`src/rtl/ps2_kbd_ctrl.sv`:
```
// Drains the PS/2 receiver FIFO and folds E0/F0 prefixes into single key events.
// Tracks the held key for typematic-repeat flagging and counts distinct presses.
module ps2_kbd_ctrl #(
  parameter int CNT_W        = 8,
  parameter bit DROP_SPECIAL = 1'b1
) (
  input  logic             clk,
  input  logic             rst,
  input  logic [7:0]       kb_data,
  input  logic             kb_ready,
  input  logic             kb_overflow,
  output logic             kb_nextdata_n,
  output logic             ev_valid,
  input  logic             ev_ready,
  output logic [7:0]       ev_code,
  output logic             ev_ext,
  output logic             ev_break,
  output logic             ev_repeat,
  output logic             held_valid,
  output logic [8:0]       held_code,
  output logic [CNT_W-1:0] press_cnt,
  output logic             ovf_seen,
  input  logic             ovf_clr
);

  typedef enum logic [1:0] {IDLE, ACK, SETTLE, EMIT} state_t;

  state_t     state;
  logic [7:0] byte_r;
  logic       ext_f, brk_f;
  logic       special;
  logic       is_rep;

  // Controller chatter (BAT, ACK, resend, errors) that never maps to a key.
  always_comb begin
    special = 1'b0;
    if (DROP_SPECIAL)
      special = byte_r inside {8'h00, 8'hAA, 8'hE1, 8'hFA, 8'hFE, 8'hFF};
  end

  assign is_rep = !brk_f && held_valid && (held_code == {ext_f, byte_r});

  always_ff @(posedge clk) begin
    if (rst) begin
      state         <= IDLE;
      byte_r        <= 8'h00;
      ext_f         <= 1'b0;
      brk_f         <= 1'b0;
      kb_nextdata_n <= 1'b1;
      ev_valid      <= 1'b0;
      ev_code       <= 8'h00;
      ev_ext        <= 1'b0;
      ev_break      <= 1'b0;
      ev_repeat     <= 1'b0;
      held_valid    <= 1'b0;
      held_code     <= 9'h000;
      press_cnt     <= '0;
      ovf_seen      <= 1'b0;
    end else begin
      if (kb_overflow)  ovf_seen <= 1'b1;
      else if (ovf_clr) ovf_seen <= 1'b0;

      case (state)
        IDLE: if (kb_ready) begin
          byte_r        <= kb_data;
          kb_nextdata_n <= 1'b0;
          state         <= ACK;
        end
        ACK: begin
          kb_nextdata_n <= 1'b1;
          if (byte_r == 8'hE0) begin
            ext_f <= 1'b1;
            state <= SETTLE;
          end else if (byte_r == 8'hF0) begin
            brk_f <= 1'b1;
            state <= SETTLE;
          end else if (special) begin
            ext_f <= 1'b0;
            brk_f <= 1'b0;
            state <= SETTLE;
          end else begin
            ev_code   <= byte_r;
            ev_ext    <= ext_f;
            ev_break  <= brk_f;
            ev_repeat <= is_rep;
            ev_valid  <= 1'b1;
            state     <= EMIT;
          end
        end
        SETTLE: state <= IDLE;
        // Doubles as the settle cycle; FIFO stays untouched until the consumer accepts.
        EMIT: if (ev_ready) begin
          ev_valid <= 1'b0;
          ext_f    <= 1'b0;
          brk_f    <= 1'b0;
          state    <= IDLE;
          if (!ev_break) begin
            if (!ev_repeat) begin
              held_valid <= 1'b1;
              held_code  <= {ev_ext, ev_code};
              press_cnt  <= press_cnt + CNT_W'(1);
            end
          end else if (held_code == {ev_ext, ev_code}) begin
            held_valid <= 1'b0;
          end
        end
        default: state <= IDLE;
      endcase
    end
  end

endmodule

```
`config.mk`:
```
export PLATFORM = sky130hd
export DESIGN_NAME = ps2_kbd_ctrl
export DESIGN_NICKNAME = d
export VERILOG_FILES = /design/src/rtl/ps2_kbd_ctrl.sv
export SDC_FILE = /design/constraint.sdc
export NUM_CORES = 1
export LEC_CHECK = 0
export ABC_AREA = 1
export CAP_MARGIN = 20
export CORE_ASPECT_RATIO = 1.4
export CORE_MARGIN = 5
export CORE_UTILIZATION = 51
export DETAILED_ROUTE_END_ITERATION = 10
export PLACE_DENSITY_LB_ADDON = 0.25
export SLEW_MARGIN = 20
export SYNTH_ARGS = -nofsm -noshare
export SYNTH_HDL_FRONTEND = slang
export SYNTH_SLANG_ARGS = --single-unit
```
`constraint.sdc`:
```
create_clock -name clk -period 1.5 [get_ports clk]
set_input_delay 0.375 -clock clk [delete_from_list [all_inputs] [get_ports clk]]
set_output_delay 0.375 -clock clk [all_outputs]
set_load 0.01 [all_outputs]
```
==> impl_metrics.yaml <==
timing:
  rsz0062_at_grt: "yes"
  final_hold_viol_count: 0
  min_period_ns: 1.433
  slew-limit-headroom: 0.8063
  period_share: 0.9554
  tightest_slew_ns: 0.2884
  fmax_ghz: 0.6978
  report.final.slew_viol_count: 0
  setup_viol: 0
  clock_skew_ns: 0.005007
layout:
  area_growth_pct: 36.41
  antennaDiodeCount: 0
  fin_util: 0.7125
  drive_above_1_share: 0.2593
  design_area_um2: 2995
  layout.nets: 392
drt:
  drt_wl_total_um: 5769
  vias: 2229
  wl_per_cell_um: 13.64
  firstDrtPassIters: 4
  antenna_left: 0
  via_per_inst: 5.270
  drc: 0
  drt_iter0_markers: 135
floorplan:
  start_util: 0.5223
  fp-row-count: 28
  design.core.area_um2: 4204
  die_h_um: 87.64
  ios: 46
  die_area_um2: 5736
  die_w_um: 65.46
placement:
  port_buffers: 45
  dpl.hpwl_um: 4261
  routabilityCongestion: 0.8446
  dpl_cell_area_um2: 2848
worst_hold_path:
  hold_path.class: "reg2reg"
power:
  swShare: 0.3205
  power_frac_comb: 0.275
  power_frac_clock: 0.265
  p_per_area_nw_per_um2: 990.9
  peakVddDrop_v: 0.0005779
  cell_internal_pwr_uw: 2017
  power_frac_seq: 0.460
  p_leak_uw: 0.001429
  power_switching_uw: 951.2
setup_path:
  critPathLaunchType: "primary input"
  required_ns: 1.70
  r2r_setup_slack_ns: 0.08
  worstPathArrival_ns: 1.63
  worstSetupPathType: "in2reg"
  worstPathMaxFanout: 2
  critPathCaptureType: "register"
clock_tree:
  clock_path_buffers: 2
  clk_latency_ns: 0.30
  clk_pin_slew_worst_paths_ns: 0.08
  ctsHoldBuffers: 0
  htreeDepth: 2
  postCtsSetupBuffers: 0
  cts_root_buffer: "clkbuf_8"
  cts_tree: "built"
  clock-sinks: 44
  cts_made_buffers: 5
yosys:
  syn-num-nets: 327
  ys_warn_count: 0
  syn_inst: 312
  syn_avg_cell_area_um2: 7.038
  synthesis.area_um2: 2196
  synth_seq_cells: 44
  ys_types: 27
  yosysSeqAreaShare: 0.4011
global_route:
  grt_pass1_wl_um: 9384
  grt_pass1_vias: 2166
  grt_use_total: 0.2102
  grt-ovfl-total: 0
  grt_max_degree: 38
  antenna_found_initial: 0
run_status:
  outcome: "finished clean"
run:
  drv_cap: 0
[placed cells by master, fill, tap and decap left out, drive strengths merged, types with 2 or more instances in the layout]
| cell | synthesis | routed |
|---|---|---|
| nor2 | 61 | 61 |
| nand2 | 59 | 59 |
| dfxtp | 44 | 44 |
| inv | 41 | 41 |
| dlygate4sd2 | 0 | 32 |
| a21oi | 27 | 27 |
| o21ai | 24 | 24 |
| buf | 5 | 23 |
| clkdlybuf4s50 | 0 | 13 |
| nand4 | 12 | 12 |
| nand3 | 10 | 10 |
| nor3 | 8 | 8 |
| clkbuf | 5 | 7 |
| xor2 | 6 | 6 |
| o211ai | 3 | 3 |
| xnor2 | 2 | 2 |
[area by class of cell]
cell class / instances / area [um2]
multi-input cells: 216 / 1155
clock inverters: 1 / 7.507
flip-flops and latches: 44 / 909.6
fillers: 376 / 1209
inverters: 42 / 157.7
well taps: 45 / 56.30
repair buffers: 68 / 623.1
clock buffers: 7 / 86.33
[per-layer routing]
layer	wire, um	share of wire	GRT usage	vias to the layer above
met5	0	0	0	-
met4	111	0.019	0.07925	0
met3	323	0.056	0.04108	11
met2	3080	0.53	0.3991	67
met1	2253	0.39	0.2258	1025
li1	-	-	-	1126
[power by group through the flow]
stage               registers, uW  logic (uW)  clock network (uW)
floorplan                    1390         447                   0
global placement             1380         792                   0
detailed placement           1380         807                   0
CTS                          1350         781                 797
global route                 1380         903                 839
finish                       1360         815                 788
[what timing repair did]
item	4_1_cts	5_1_grt
pin swaps	0	8
setup endpoints to repair	32	18
gates resized for setup	39	32
endpoints found under the hold margin	0	0
[cell families after synthesis]
| logic type | share of synthesized area |
|---|---|
| AOI/OAI and AO/OA | 0.1293 |
| buffers and inverters | 0.09573 |
| DFF | 0.4011 |
| and+or+nand+nor | 0.3362 |
| xor gates and xnor gates | 0.03191 |
| adders and majority gates | 0.005697 |
[worst max-delay path, cell delays in order]
cell and delay, ns:
clkdlybuf4s50_1 0.47, inv_1 0.07, nor2_4 0.14, buf_4 0.13
o211ai_1 0.07, nor3_1 0.15, nand3_1 0.09, o211ai_1 0.09
inv_1 0.05
[metrics by stage]
stage	hold slack [ns]	setup slack (ns)	cells	setup TNS [ns]	power, uW
floorplan	0.4441	0.2392	312	0	1841
global placement	0.4432	-0.2465	415	-3.071	2168
detailed placement	0.4462	-0.2838	415	-3.535	2187
CTS	0.4617	0.01333	423	0	2932
global route	0.4871	-0.02667	423	-0.05298	3122
finish	0.4567	0.06694	423	0	2968
[registers in the layout, indices dropped and copies added (netlist names)]
| signal | count |
|---|---|
| kb_nextdata_n | 1 |
| brk_f | 1 |
| ext_f | 1 |
| ev_repeat | 1 |
| ev_code | 8 |
| ev_break | 1 |
| byte_r | 8 |
| press_cnt | 8 |
| held_code | 9 |
| held_valid | 1 |
| ev_valid | 1 |
| ev_ext | 1 |
| state | 2 |
| ovf_seen | 1 |
[final timing paths]
kind | startpoint | endpoint | depth (start not counted)
setup / recovery | ev_ready | held_valid | 9
hold / removal | kb_nextdata_n | kb_nextdata_n | 2
setup reg to reg | byte_r[0] | ev_repeat | 8
hold reg to reg | kb_nextdata_n | kb_nextdata_n | 2
[cell usage after synthesis]
master | n | area share
nor2_2 | 21 | 0.060
o211ai_1 | 3 | 0.010
nand3_2 | 1 | 0.0046
nor2_4 | 3 | 0.015
a21oi_1 | 27 | 0.062
nand2_1 | 54 | 0.092
ha_1 | 1 | 0.0057
clkinv_1 | 1 | 0.0017
xor2_1 | 6 | 0.024
clkbuf_1 | 5 | 0.0085
o22ai_1 | 1 | 0.0029
nand2_2 | 5 | 0.014
xnor2_1 | 2 | 0.0080
dfxtp_1 | 44 | 0.40
nand3_1 | 9 | 0.021
buf_6 | 1 | 0.0051
inv_1 | 33 | 0.056
or2_2 | 1 | 0.0029
buf_4 | 1 | 0.0034
o21ai_0 | 24 | 0.055
nor2_8 | 1 | 0.0091
nand4_1 | 12 | 0.034
nor3_1 | 8 | 0.018
inv_2 | 8 | 0.014
nor3b_1 | 1 | 0.0034
nor2_1 | 36 | 0.062
buf_2 | 3 | 0.0068
Power figures use the tool's default switching activity.
